### config.mk
export PLATFORM = sky130hd
export DESIGN_NAME = fetch_pc_unit
export DESIGN_NICKNAME = d
export VERILOG_FILES = /design/src/rtl/core_pkg.sv /design/src/rtl/next_pc_sel.sv /design/src/rtl/fetch_pc_unit.sv
export SDC_FILE = /design/constraint.sdc
export NUM_CORES = 1
export LEC_CHECK = 0
export BUFFER_PORTS_ARGS = -buffer_cell sky130_fd_sc_hd__buf_4
export CAP_MARGIN = 20
export CORE_AREA = 2 2 132 121
export DETAILED_ROUTE_END_ITERATION = 12
export DIE_AREA = 0 0 134 123
export PLACE_DENSITY = 0.87
export SLEW_MARGIN = 20
export SYNTH_ARGS = -nofsm -noshare
export SYNTH_HDL_FRONTEND = slang
export SYNTH_SLANG_ARGS = --single-unit
### constraint.sdc
create_clock -name clk -period 7.75 [get_ports clk]
set_input_delay 0.775 -clock clk [delete_from_list [all_inputs] [get_ports clk]]
set_output_delay 0.775 -clock clk [all_outputs]
set_load 0.02 [all_outputs]
### src/rtl/core_pkg.sv
// Shared fetch-stage types: FSM states, next-PC select codes and control payload.
package core_pkg;

  localparam int unsigned XLEN = 32;
  localparam logic [XLEN-1:0] NOP_INSTR = 32'h0000_0013;

  typedef enum logic [1:0] {
    IDLE,
    FETCH,
    EXEC
  } fetch_state_t;

  typedef enum logic [2:0] {
    PC_SEQ,
    PC_BR,
    PC_JAL,
    PC_JALR,
    PC_TRAP
  } pc_sel_t;

  // Control-flow bits from decode and the branch comparator for the current instruction.
  typedef struct packed {
    logic branch;
    logic branch_taken;
    logic jal;
    logic jalr;
  } npc_ctrl_t;

endpackage

### src/rtl/next_pc_sel.sv
// Next-PC selection: picks sequential/branch/JAL/JALR target, redirects misaligned
// control-transfer targets to the trap vector.
// Ports: pc, imm, rs1, ctrl in; next_pc_c (selected PC), sel_c (which source won) out.
module next_pc_sel
  import core_pkg::*;
#(
  parameter logic [XLEN-1:0] TRAP_VECTOR = 32'h0000_0100
) (
  input  logic [XLEN-1:0] pc,
  input  logic [XLEN-1:0] imm,
  input  logic [XLEN-1:0] rs1,
  input  npc_ctrl_t       ctrl,
  output logic [XLEN-1:0] next_pc_c,
  output pc_sel_t         sel_c
);

  logic [XLEN-1:0] tgt;
  pc_sel_t         sel;

  // Priority: jalr > jal > taken branch > sequential.
  always_comb begin
    tgt = pc + XLEN'(4);
    sel = PC_SEQ;
    if (ctrl.jalr) begin
      tgt = (rs1 + imm) & ~XLEN'(1);
      sel = PC_JALR;
    end else if (ctrl.jal) begin
      tgt = pc + imm;
      sel = PC_JAL;
    end else if (ctrl.branch && ctrl.branch_taken) begin
      tgt = pc + imm;
      sel = PC_BR;
    end
  end

  // Only redirects can be misaligned; pc+4 from an aligned pc never is.
  always_comb begin
    next_pc_c = tgt;
    sel_c     = sel;
    if (sel != PC_SEQ && tgt[1]) begin
      next_pc_c = TRAP_VECTOR;
      sel_c     = PC_TRAP;
    end
  end

endmodule

### src/rtl/fetch_pc_unit.sv
// PC and instruction-fetch stage: fetches one instruction per handshake, holds it
// until retired, then advances the PC and counts retired instructions.
// Ports: clk, rst_n; imem_req/imem_addr/imem_rdata/imem_ready memory handshake;
// instr/instr_valid/pc/pc_plus4 to decode; retire/stall/branch/branch_taken/jal/jalr/
// imm/rs1 next-PC inputs; misalign_err pulse; instret retired count.
module fetch_pc_unit
  import core_pkg::*;
#(
  parameter int unsigned     XLEN_P       = XLEN,
  parameter logic [XLEN-1:0] RESET_VECTOR = 32'h0000_0000,
  parameter logic [XLEN-1:0] TRAP_VECTOR  = 32'h0000_0100
) (
  input  logic              clk,
  input  logic              rst_n,
  output logic              imem_req,
  output logic [XLEN_P-1:0] imem_addr,
  input  logic [XLEN_P-1:0] imem_rdata,
  input  logic              imem_ready,
  output logic [XLEN_P-1:0] instr,
  output logic              instr_valid,
  output logic [XLEN_P-1:0] pc,
  output logic [XLEN_P-1:0] pc_plus4,
  input  logic              retire,
  input  logic              stall,
  input  logic              branch,
  input  logic              branch_taken,
  input  logic              jal,
  input  logic              jalr,
  input  logic [XLEN_P-1:0] imm,
  input  logic [XLEN_P-1:0] rs1,
  output logic              misalign_err,
  output logic [XLEN_P-1:0] instret
);

  fetch_state_t    state;
  npc_ctrl_t       ctrl;
  logic [XLEN-1:0] next_pc;
  pc_sel_t         sel;

  assign ctrl      = '{branch: branch, branch_taken: branch_taken, jal: jal, jalr: jalr};
  assign imem_addr = pc;
  assign pc_plus4  = pc + XLEN_P'(4);

  next_pc_sel #(
    .TRAP_VECTOR(TRAP_VECTOR)
  ) u_next_pc_sel (
    .pc       (pc),
    .imm      (imm),
    .rs1      (rs1),
    .ctrl     (ctrl),
    .next_pc_c(next_pc),
    .sel_c    (sel)
  );

  // Fetch FSM with registered handshake/status outputs; imem_req is raised on
  // entry to FETCH so it is valid for the whole FETCH state.
  always_ff @(posedge clk or negedge rst_n) begin
    if (!rst_n) begin
      state        <= IDLE;
      pc           <= RESET_VECTOR;
      imem_req     <= 1'b0;
      instr        <= NOP_INSTR;
      instr_valid  <= 1'b0;
      misalign_err <= 1'b0;
      instret      <= '0;
    end else begin
      misalign_err <= 1'b0;
      case (state)
        IDLE: begin
          imem_req <= 1'b1;
          state    <= FETCH;
        end
        FETCH: begin
          if (imem_ready) begin
            instr       <= imem_rdata;
            instr_valid <= 1'b1;
            imem_req    <= 1'b0;
            state       <= EXEC;
          end
        end
        EXEC: begin
          if (retire && !stall) begin
            pc           <= next_pc;
            instret      <= instret + XLEN_P'(1);
            instr_valid  <= 1'b0;
            imem_req     <= 1'b1;
            misalign_err <= (sel == PC_TRAP);
            state        <= FETCH;
          end
        end
        default: begin
          imem_req    <= 1'b0;
          instr_valid <= 1'b0;
          state       <= IDLE;
        end
      endcase
    end
  end

endmodule
### Word level (Yosys, flattened, before mapping)

Index checks and enable logic that the tools add are counted.

* bits of input ports: 105
* output and inout port bits: 163
* bits in registers: 101
* logic and storage cells: 46

* reductions and logical operators: 10
* muxes and demuxes: 19
* equal/unequal tests: 5
* bitwise gates (word level): 1
* add/subtract/negate cells: 4

Operators by type and width (count)
* 32-bit 2-to-1 mux: 4
* 32-bit adder: 2
* 32-bit by 1-bit adder with 32-bit output, second input constant: 1
* 32-bit by 3-bit adder with 32-bit output, second input constant: 1
* 3-bit 2-to-1 mux: 3
* 1-bit 2-to-1 mux: 7
* 1-bit case mux with 3 select lines: 2
* 2-bit case mux with 3 select lines: 1
* 2-bit AND reduction: 3
* 2-bit 2-to-1 mux: 2
* 2-bit inequality test, second input constant: 2
* 3-bit == test, second input constant: 1
* 1-bit logical AND: 3
* 3-bit AND reduction: 1
* 3-bit nonzero test: 1
* 2-bit by 1-bit == test with 1-bit output, second input constant: 1
* 2-bit == test, second input constant: 1
* 2-bit logical NOT: 1
* 1-bit logical NOT: 1
* 1-bit NOT: 1

### Depth between registers and ports, before layout

Gate-level depths: netlist (run 1).

* word-level depth: 10
* gate-level depth with buffers: 12
* mapped depth without buffers: 12

### By module

From an unflattened synthesis (run 1), not the netlist that was laid out.

* cell total of the unflattened synthesis: 1123
* area total of the unflattened synthesis: 9362.7 um^2

By module, submodules not included
* fetch_pc_unit: times used 1, seq. area each 2506.2 um^2, cells each 469, area an instance 4872.2 um^2
* next_pc_sel: times used 1, seq. area each 0.0 um^2, cells each 654, area an instance 4490.6 um^2

### Worst setup path before layout (run 1)

No wires, ideal clock.

* kind: input -> register
* start point: input port imm[0]
* end point: register pc[28], in the netlist imem_addr[28]
* arrival: 3.031 ns
* setup time: 0.126 ns
* cell stages on the path: 11
* setup slack: 4.593 ns
* path buffers: 0
* required time: 7.624 ns
* cell sequence: and2_1 > fa_1 > a21o_1 > a311o_1 > a21oi_2 > nand3_1 > a31o_2 > a21oi_4 > o21ai_1 > xor2_1 > a221o_1

* word-level cells in the longest chain between the ends: 6
* elaborated cells between the ends (all ways): 7
* those cells by class: 2 x add/sub; 4 x mux; 1 x reduce/logical

Ends and longest elaborated chain
* start, declared: RTL line fetch_pc_unit.sv:29 `input logic [XLEN_P-1:0] imm,`
* 32-bit adder: RTL line next_pc_sel.sv:28, next_pc_sel.sv:31
* 32-bit 2-to-1 mux: RTL line next_pc_sel.sv:30 `end else if (ctrl.branch && ctrl.branch_taken) begin`
* 32-bit 2-to-1 mux: RTL line next_pc_sel.sv:27 `end else if (ctrl.jal) begin`
* 32-bit 2-to-1 mux (*): RTL line next_pc_sel.sv:24 `if (ctrl.jalr) begin`
* 1-bit logical AND: RTL line next_pc_sel.sv:40 `if (sel != PC_SEQ && tgt[1]) begin`
* 32-bit 2-to-1 mux (*): RTL line next_pc_sel.sv:40
* end signal, assigned: RTL line fetch_pc_unit.sv:83 `pc <= next_pc;`
* end, declared: RTL line fetch_pc_unit.sv:21 `output logic [XLEN_P-1:0] pc,`

Every way passes the cells marked *; elsewhere a longest branch is shown, timed or not.
A chain may end at the register's enable or synchronous reset.

### Worst setup path in the final report (run 1)

* start point: register pc[2], in the netlist imem_addr[2]
* end point: output port pc_plus4[28]

* word-level cells in the longest chain between the ends: 1

Ends and longest elaborated chain
* 32-bit by 3-bit adder with 32-bit output: RTL line fetch_pc_unit.sv:42 `assign pc_plus4 = pc + XLEN_P'(4);`
* end, declared: RTL line fetch_pc_unit.sv:22 `output logic [XLEN_P-1:0] pc_plus4,`

Every way passes these cells.

==> results of run 1 <==
[stage by stage]
step	area, um2	cells	worst slack (ns)	hold WS [ns]	power (mW)
6_report	10700	1398	3.96	0.368	3.50
4_1_cts	10700	1398	4.08	0.366	3.47
3_3_place_gp	10400	1382	4.24	0.458	2.97
5_1_grt	10700	1398	3.95	0.383	3.70
3_5_place_dp	10400	1382	4.19	0.459	3.01
2_1_floorplan	8500	977	4.59	0.479	2.29
[area by class of cell]
class	instances	area (um2)
multi-input cells	790	5540
fillers	1177	4400
flip-flops and latches	100	2510
repair buffers	272	2040
well taps	202	253
clock buffers	9	225
clock inverters	7	81.3
inverters	18	67.6
[cells in the final DEF (no fill, tap or decap), types with 5 or more instances in the layout]
cell type and count:
inv_1 18, o211ai_1 6, xor2_1 46, nand4_1 19, o21ai_0 45, dfrtp_1 97
nand3_1 41, o21bai_1 6, clkbuf_16 9, nor4_1 6, a21o_1 36, a31oi_1 8
buf_4 272, xnor2_1 63, a211oi_1 19, o21ai_1 8, and3_1 17, nor3_1 7
nand2b_1 6, a21oi_1 89, a22o_1 11, ha_1 63, mux2_2 32, and2_1 7
nor3_2 5, nand2_1 95, nor2_1 69
[state kept, by name (all words and copies together) (netlist names)]
| signal | cells |
|---|---|
| misalign_err | 1 |
| instret | 32 |
| instr | 32 |
| instr_valid | 1 |
| imem_addr | 32 |
| state | 2 |
[routing by layer]
layer	GRT usage (%)	vias up	part of all wire, %
met3	5.99	98	11
met4	14.0	0	3.9
met2	54.6	559	46
met1	43.2	4056	40
met5	0	-	0
li1	-	3960	-
[power by group through the flow]
stage	sequential, mW	clock, mW	combinational (mW)
2_1_floorplan	1.07	0	1.22
3_3_place_gp	0.926	0	2.04
3_5_place_dp	0.937	0	2.07
4_1_cts	0.927	0.465	2.08
5_1_grt	0.958	0.492	2.25
6_report	0.936	0.460	2.10
[critical path, stage by stage (launching register included)]
cell and delay, ns:
dfrtp_1 0.53, ha_1 0.29, inv_1 0.10, nor3_2 0.63, nand3b_1 0.40, nor2_1 0.22
xor2_1 0.29, buf_4 0.20
[worst paths after layout]
path                               from       endpoint  slack, ns  cells after the start
min in group clk            instret[31]    instret[31]       0.47                      1
min reg2reg                 instret[31]    instret[31]       0.47                      1
max in group asynchronous         rst_n      instr[26]       6.14                      2
max reg2reg                imem_addr[0]  imem_addr[30]       4.52                     11
max                        imem_addr[2]   pc_plus4[28]       3.96                      7
min                               rst_n      instr[29]       0.37                      1
[logic make-up (layout without fill, tap and decap cells)]
logic type	Yosys count	count (layout)	share of synthesized area, %
AOI/OAI and AO/OA	281	281	21.7
xor gates and xnor gates	110	110	11.4
adders and majority gates	65	65	9.74
buffers and inverters	87	306	5.40
DFF	100	100	29.5
muxes	36	36	4.71
and+or+nand+nor	298	298	17.6
==> out/results.tsv, run 1 <==
metric	value	unit
total grt overflow	0	
total CTS buffers	9	
DIE AREA	0.0165	mm2
CTS tree	yes	
Clock Latency Late Sink	0.36	ns
startpoint types	flip-flop	
VDD IR-drop max	0.000168	V
worst min path class	input pin to asynchronous set/reset pin	
hold_buf cts	0	
CP arrival	3.02	ns
Root Buffer	clkbuf_16	
layout cells sized above 1	29.4	%
Slew HR	41.4	%
final hold vios	0	
critical path fanouts, max	8	
worst path required time	6.97	ns
Ports	268	
gr usage total	33.1	%
worst-margin pin slew	0.879	ns
WL per Instance	19.8	um
chip height	123	um
post-synth top area cell	dfrtp_1	
yosys warns	0	
TNS Setup	0	ns
# Post-CTS Setup Buffers	0	
Gate power share	60.1	%
clock sink count	100	
clock share of power	13.1	%
CP Capture Type	output pin	
Synth Flop Type	dfrtp_1	
layout net count	1361	
status	finished, final reports clean	
hpwl dp	21300	um
Seq/Total Area, Yosys	29.5	%
Max Clock Skew	0.0152	ns
clock slew at reported path FFs	0.08	ns
Psw	1.67	mW
largest net degree at the start of global routing	71	
area share of the largest cell type after synthesis	28.5	%
most frequent cell after synthesis	dfrtp_1	
Max-cap violations	0	
DR vias/cell	6.20	
first-pass GRT wire length	43000	um
count of input and output buffers	267	
ranking of synthesized cells by area	dfrtp_1 (29%), ha_1 (9.3%), xnor2_1 (6.5%), a21oi_1 (5.3%), xor2_1 (4.7%)	
drt first-iter violations	931	
initial antenna violation count	0	
clk buf depth	2	
Post-synth EDFFs	0	
post-synthesis sequential element count	100	
CTS H-tree lvls	3	
TritonRoute pass-1 iters	6	
sw frac	47.6	%
vias in the first global route	8108	
drt total wl	27700	um
Slew Limit Fails	0	
Netlist cell types	77	
routability cong.	0.971	
sequential share of power	26.7	%
floorplan row count	43	
syn avg cell area	8.70	um2
RSZ-0062 raised after global routing	no	
Diodes inserted	0	
critical path class	flip-flop to output pin	
detailed-route DRC error count	0	
Int Power	1.84	mW
Leak	5.28	nW
Syn Std Cell Area	0.00850	mm2
core area	0.0151	mm2
Resize count post-CTS	0	
Post-synth top cells	dfrtp_1 (97), nand2_1 (95), a21oi_1 (90)	
Vias	8673	
Routed Antenna Nets	0	
Finished Core Util	70.9	%
setup violators final	0	
Syn Inst Count	977	
Die X	134	um
P per Cell Area	327	mW/mm2
Final min period	3.79	ns
part of the cycle the worst path needs	49.0	%
Area Growth Syn to Fin	26.0	%
max frequency	0.264	GHz
ys async rst share	100	%
syn nets	1147	
Starting Density	56.3	%
Note: power is estimated with default switching activity, not from simulation.
==> run 2, diff against run 1 <==
--- a/config.mk
+++ b/config.mk
@@ -5,12 +5,13 @@
 export SDC_FILE = /design/constraint.sdc
 export NUM_CORES = 1
 export LEC_CHECK = 0
+export ABC_AREA = 1
 export BUFFER_PORTS_ARGS = -buffer_cell sky130_fd_sc_hd__buf_4
 export CAP_MARGIN = 20
-export CORE_AREA = 2 2 132 121
+export CORE_AREA = 2 2 146 134
 export DETAILED_ROUTE_END_ITERATION = 12
-export DIE_AREA = 0 0 134 123
-export PLACE_DENSITY = 0.87
+export DIE_AREA = 0 0 148 136
+export PLACE_DENSITY = 0.82
 export SLEW_MARGIN = 20
 export SYNTH_ARGS = -nofsm -noshare
 export SYNTH_HDL_FRONTEND = slang
==> constraint.sdc (replaced) <==
create_clock -name clk -period 3.5 [get_ports clk]
set_input_delay 0.35 -clock clk [delete_from_list [all_inputs] [get_ports clk]]
set_output_delay 0.35 -clock clk [all_outputs]
set_load 0.02 [all_outputs]
==> run 2 against run 1 <==
  * Total power rose to 2.6 times the previous value
  * First-iteration DRC count up 7.3%
  * Sequential cell count unchanged
  * Synthesized area up 18%
  * Sequential power up 140%
  * Sequential share of layout area down 3.2 points
  * Setup slack worse by 3.3 ns
  * Clock power up 120%
  * Clock skew down 0.00066 ns
  * Count of clock-buffer cells in the layout unchanged
==> out/results.tsv, run 2 <==
metric	value	unit	change
status	finished, final reports clean		
area share of the largest cell type after synthesis	24.1	%	-4.4 points
Critical R2R Launch	imem_addr[0]		
vias in the first global route	10700		+31%
Slew HR	43.5	%	+2.1 points
clock slew at reported path FFs	0.09	ns	about the same
post-synthesis sequential element count	100		unchanged
Slew Limit Fails	0		unchanged
syn avg cell area	6.38	um2	-27%
FF-to-FF setup slack	0.95	ns	-3.57 ns
DIE AREA	0.0201	mm2	+22%
Netlist cell types	44		-43%
total CTS buffers	9		unchanged
WL per Instance	18.2	um	-8.2%
total grt overflow	0		unchanged
startpoint types	flip-flop		
most common cell after layout, fill and taps aside	nand2_1		
Max Clock Skew	0.0146	ns	-0.000657 ns
grt met2 use	62.9	%	+8.3 points
CTS tree	yes		
# Post-CTS Setup Buffers	0		unchanged
layout cells sized above 1	19.8	%	-9.6 points
core area	0.0187	mm2	+24%
RSZ-0062 raised after global routing	no		
detailed-route DRC error count	0		unchanged
post-synth top area cell	dfrtp_1		
setup violators final	0		unchanged
Area Growth Syn to Fin	23.5	%	
R2R cell count	9		-2
VDD IR-drop max	0.000395	V	+130%
max frequency	0.350	GHz	
count of input and output buffers	267		unchanged
Seq/Total Area, Yosys	24.9	%	-4.5 points
Post-synth EDFFs	0		unchanged
CP arrival	2.51	ns	-0.51 ns
drt first-iter violations	999		+7.3%
layout net count	1983		+46%
crit path max-delay cell type	dfrtp_1		
ranking of synthesized cells by area	dfrtp_1 (24%), nand2_1 (18%), inv_1 (9.5%), ha_1 (7.8%), nand3_1 (5.7%)		
yosys warns	0		unchanged
met3 Resource Use GR	5.44	%	-0.55 points
most frequent cell after synthesis	nand2_1		
hpwl dp	31400	um	+48%
Clock Latency Late Sink	0.36	ns	about the same
TritonRoute pass-1 iters	5		-1
CP most frequent cell	inv_1		
Crit. Startpoint	imem_addr[8]		
Max-cap violations	0		unchanged
most frequent cells in the layout	nand2_1 (487), buf_4 (276), inv_1 (255)		
GRT Max-Usage Layer	met2		
CP peak stage delay	0.55	ns	-0.08 ns
post-route cell area	0.0124	mm2	+16%
Routed Antenna Nets	0		unchanged
Leak	6.93	nW	+31%
largest net degree at the start of global routing	63		-11%
Finished Core Util	66.3	%	-4.6 points
Post-synth top cells	nand2_1 (487), inv_1 (255), nor2_1 (129)		
worst path required time	3.15	ns	-3.82 ns
gr usage total	37.0	%	+3.8 points
Diodes inserted	0		unchanged
critical path fanouts, max	6		-2
CP Capture Type	output pin		
drt total wl	37700	um	+36%
Root Buffer	clkbuf_16		
initial antenna violation count	0		unchanged
part of the cycle the worst path needs	81.6	%	
reg2reg end	imem_addr[5]		
floorplan row count	48		+12%
Resize count post-CTS	0		unchanged
Vias	11400		+32%
worst min path class	input pin to asynchronous set/reset pin		
clk buf depth	2		unchanged
clock sink count	100		unchanged
ys async rst share	100	%	unchanged
syn nets	1746		+52%
final hold vios	0		unchanged
met1 global-route usage	47.8	%	+4.5 points
Final min period	2.86	ns	
Syn Std Cell Area	0.0101	mm2	+18%
worst setup path endpoint	pc_plus4[15]		
CTS H-tree lvls	3		unchanged
DR vias/cell	5.52		-11%
Syn Inst Count	1576		+61%
first-pass GRT wire length	57600	um	+34%
hold_buf cts	0		unchanged
worst-margin pin slew	0.848	ns	-0.0317 ns
Die X	148	um	+10%
P per Cell Area	726	mW/mm2	+120%
Placed Instance Area	0.0121	mm2	+16%
routability cong.	0.996		+2.6%
Starting Density	53.7	%	-2.6 points
Ports	268		unchanged
critical path class	flip-flop to output pin		
CP Cell Sequence	inv_1 -> nor3_1 -> nand2_1 -> nor2_1 -> xor2_1 -> inv_1 -> buf_4		
Synth Flop Type	dfrtp_1		
TNS Setup	0	ns	unchanged
chip height	136	um	+11%
## run 2: cell count changes in the layout (fill, tap and decap cells not counted), moves of 8 or more
cell      delta
nand2_1    +392
nand3b_1     +8
nor3_1      +26
inv_1      +237
nor2_1      +60
o21bai_1    +11
nand3_1     +73
a21o_1      -31
xnor2_1     -42
xor2_1       -9
a22o_1      -11
and3_1      -17
a211oi_1    -19
## run 2: worst min path at each step
stage                     startpoint      endpoint  slack [ns]
after global routing           rst_n   instret[29]        0.17
after global placement      state[1]   instr_valid        0.45
after detailed placement    state[1]   instr_valid        0.45
final                          rst_n   instret[29]        0.09
after CTS                      rst_n   instret[29]        0.12
after floorplan                rst_n  imem_addr[0]        0.05
## run 2: routing by layer
layer / vias to the layer above / part of all wire, %
li1: 5471 / -
met4: 0 / 3.8
met5: - / 0
met3: 87 / 9.4
met2: 657 / 46
met1: 5201 / 41
## run 2: area by class of cell
cell class	instances	area, um2
repair buffers	276	2070
multi-input cells	1167	6250
clock inverters	7	75.1
well taps	250	313
fillers	1777	6320
clock buffers	9	225
inverters	259	972
flip-flops and latches	100	2510
## run 2: critical path: cells and delay by family, from the launching register on
kind | cells | cell delay [ns]
xor+xnor | 1 | 0.36
buf+inv | 3 | 0.48
flops | 1 | 0.55
simple gates | 3 | 0.77
## run 2: per-stage QoR
| stage | hold WS [ns] | std cells | setup WS, ns | total power [mW] |
|---|---|---|---|---|
| floorplan | 0.0544 | 1576 | 1.44 | 5.69 |
| global placement | 0.451 | 2052 | 1.07 | 7.81 |
| detailed placement | 0.455 | 2052 | 1.03 | 7.90 |
| CTS | 0.124 | 2068 | 0.700 | 8.92 |
| global route | 0.166 | 2068 | 0.564 | 9.56 |
| finish | 0.0859 | 2068 | 0.645 | 9.02 |
## run 2: where the power goes
group	internal, mW	switching [mW]
Combinational	2.19	3.60
Clock	0.507	0.516
Sequential	1.56	0.654
Total	4.25	4.77
## run 2: cell families (layout without fill, tap and decap cells)
family | count (synthesis) | count (layout) | synth area share [%]
and+or+nand+nor | 832 | 832 | 35.5
buffers and inverters | 309 | 551 | 12.9
AOI/OAI and AO/OA | 180 | 180 | 9.83
DFF | 100 | 100 | 24.9
adders and majority gates | 65 | 65 | 8.24
xor gates and xnor gates | 58 | 58 | 5.05
muxes | 32 | 32 | 3.58
==> run 3, diff against run 2 <==
--- a/config.mk
+++ b/config.mk
@@ -8,10 +8,10 @@
 export ABC_AREA = 1
 export BUFFER_PORTS_ARGS = -buffer_cell sky130_fd_sc_hd__buf_4
 export CAP_MARGIN = 20
-export CORE_AREA = 2 2 146 134
+export CORE_AREA = 2 2 155 141
 export DETAILED_ROUTE_END_ITERATION = 12
-export DIE_AREA = 0 0 148 136
-export PLACE_DENSITY = 0.82
+export DIE_AREA = 0 0 157 143
+export PLACE_DENSITY = 0.77
 export SLEW_MARGIN = 20
 export SYNTH_ARGS = -nofsm -noshare
 export SYNTH_HDL_FRONTEND = slang
==> constraint.sdc (replaced) <==
create_clock -name clk -period 2.6 [get_ports clk]
set_input_delay 0.26 -clock clk [delete_from_list [all_inputs] [get_ports clk]]
set_output_delay 0.26 -clock clk [all_outputs]
set_load 0.02 [all_outputs]
==> run 3 against run 2 <==
  * Die area rose by 12%
  * Sequential share of layout area down 0.27 points
  * Sequential power grew 30%
  * Clock power grew 39%
  * Largest power group unchanged
  * Critical endpoint is now pc_plus4[22]
  * Largest cell class unchanged
  * Non-clock buffer count rose by 17
==> out/results.tsv, run 3 (same netlist as run 2, synthesis figures left out) <==
metric	value	unit	change
status	finished, final reports clean		
final worst slack	0.0939	ns	-0.551 ns
post-route cell area	0.0127	mm2	+2.0%
CTS tree	yes		
CTS H-tree lvls	3		unchanged
critical path class	flip-flop to output pin		
Starting Density	48.6	%	-5.1 points
max frequency	0.399	GHz	
startpoint types	flip-flop		
CP arrival	2.25	ns	-0.26 ns
Leak	7.01	nW	+1.1%
clock sink count	100		unchanged
WL per Instance	17.7	um	-2.6%
Slew HR	56.4	%	+13 points
P per Cell Area	965	mW/mm2	+33%
Vias	11300		-1.2%
drt total wl	37600	um	about the same
VDD IR-drop max	0.000465	V	+18%
critical path fanouts, max	5		-1
vias in the first global route	10500		-1.6%
drt first-iter violations	823		-18%
final hold vios	0		unchanged
Routed Antenna Nets	0		unchanged
count of input and output buffers	267		unchanged
Clock Latency Late Sink	0.36	ns	about the same
Max Clock Skew	0.0129	ns	-0.00174 ns
Die X	157	um	+6.1%
largest net degree at the start of global routing	49		-22%
layout cells sized above 1	21.3	%	+1.5 points
total CTS buffers	9		unchanged
clock slew at reported path FFs	0.08	ns	about the same
Max-cap violations	0		unchanged
routability cong.	1.01		+1.6%
Slew Limit Fails	0		unchanged
Ports	268		unchanged
DR vias/cell	5.32		-3.7%
Finished Core Util	61.2	%	-5.1 points
Placed Instance Area	0.0123	mm2	+1.4%
hpwl dp	31100	um	-1.0%
TNS Setup	0	ns	unchanged
gr usage total	32.7	%	-4.3 points
Root Buffer	clkbuf_16		
initial antenna violation count	0		unchanged
overall power	12.2	mW	+35%
Diodes inserted	0		unchanged
worst-margin pin slew	0.654	ns	-0.194 ns
floorplan row count	50		+4.2%
Area Growth Syn to Fin	25.9	%	
most common cell after layout, fill and taps aside	nand2_1		
clk buf depth	2		unchanged
Setup WS pre-CTS	0.223	ns	-0.809 ns
setup violators final	0		unchanged
core area	0.0207	mm2	+11%
detailed-route DRC error count	0		unchanged
part of the cycle the worst path needs	96.4	%	
first-pass GRT wire length	56000	um	-2.7%
Final min period	2.51	ns	
most frequent cells in the layout	nand2_1 (487), buf_4 (290), inv_1 (255)		
total grt overflow	0		unchanged
worst min path class	input pin to flip-flop		
CP Capture Type	output pin		
DIE AREA	0.0225	mm2	+12%
layout net count	2000		+0.86%
worst path required time	2.34	ns	-0.81 ns
TritonRoute pass-1 iters	5		unchanged
RSZ-0062 raised after global routing	no		
chip height	143	um	+5.1%
run 3: changes by cell type in the layout (fill, tap and decap cells not counted), sizes merged:
cell	change
clkbuf	+1
buf	+16
clkinvlp	+1
dlygate4sd3	+1
inv	-1
bufinv	+1
clkinv	-2
run 3: per-layer routing:
layer | global-route usage [%] | part of all wire [%]
met1 | 42.7 | 43
met2 | 54.8 | 46
met3 | 4.19 | 7.5
met5 | 0 | 0
met4 | 13.3 | 3.8
run 3: worst paths after layout:
check	startpoint	endpoint	slack (ns)	cells past startpoint
min in group asynchronous	rst_n	imem_addr[18]	0.47	2
worst min register to register	state[1]	instr_valid	0.50	1
worst min-delay path	imem_rdata[7]	instr[7]	0.14	2
worst max register to register	imem_addr[2]	imem_addr[25]	0.20	13
worst max-delay path	imem_addr[13]	pc_plus4[22]	0.09	8
max in group asynchronous	rst_n	imem_addr[12]	1.22	3
run 3: per-stage QoR:
stage	std cells	hold slack, ns
final	2121	0.137
after floorplan	1576	-0.0356
after CTS	2118	0.129
after detailed placement	2101	0.317
after global placement	2101	0.316
after global routing	2121	0.135
run 3: repair_timing:
action | CTS | global route
setup endpoints to repair | 2 | 11
hold buffers | 1 | 0
resized for setup | 4 | 14
setup buffers | 0 | 3
hold endpoints to repair | 43 | 0
cloned | 0 | 0
run 3: cell type report:
type / count / area, um2
clock buffer: 10 / 229
sequential: 100 / 2520
clock inverter: 6 / 72.6
timing repair buffer: 293 / 2230
inverter: 259 / 972
tap: 286 / 358
fill: 2019 / 8040
multi-input combinational: 1167 / 6280
run 3: critical path, cell delays in order, from the launching register on:
cell and delay, ns:
dfrtp_2 0.48, inv_1 0.16, nor3_1 0.33, nand2_1 0.16, nor2_1 0.12, nand2_1 0.08
xor2_1 0.31, inv_1 0.08, buf_4 0.17
run 3: report_power, final:
group / internal [mW] / switching (mW)
Combinational: 3.06 / 4.87
Clock: 0.760 / 0.658
Sequential: 2.12 / 0.753
Total: 5.94 / 6.28
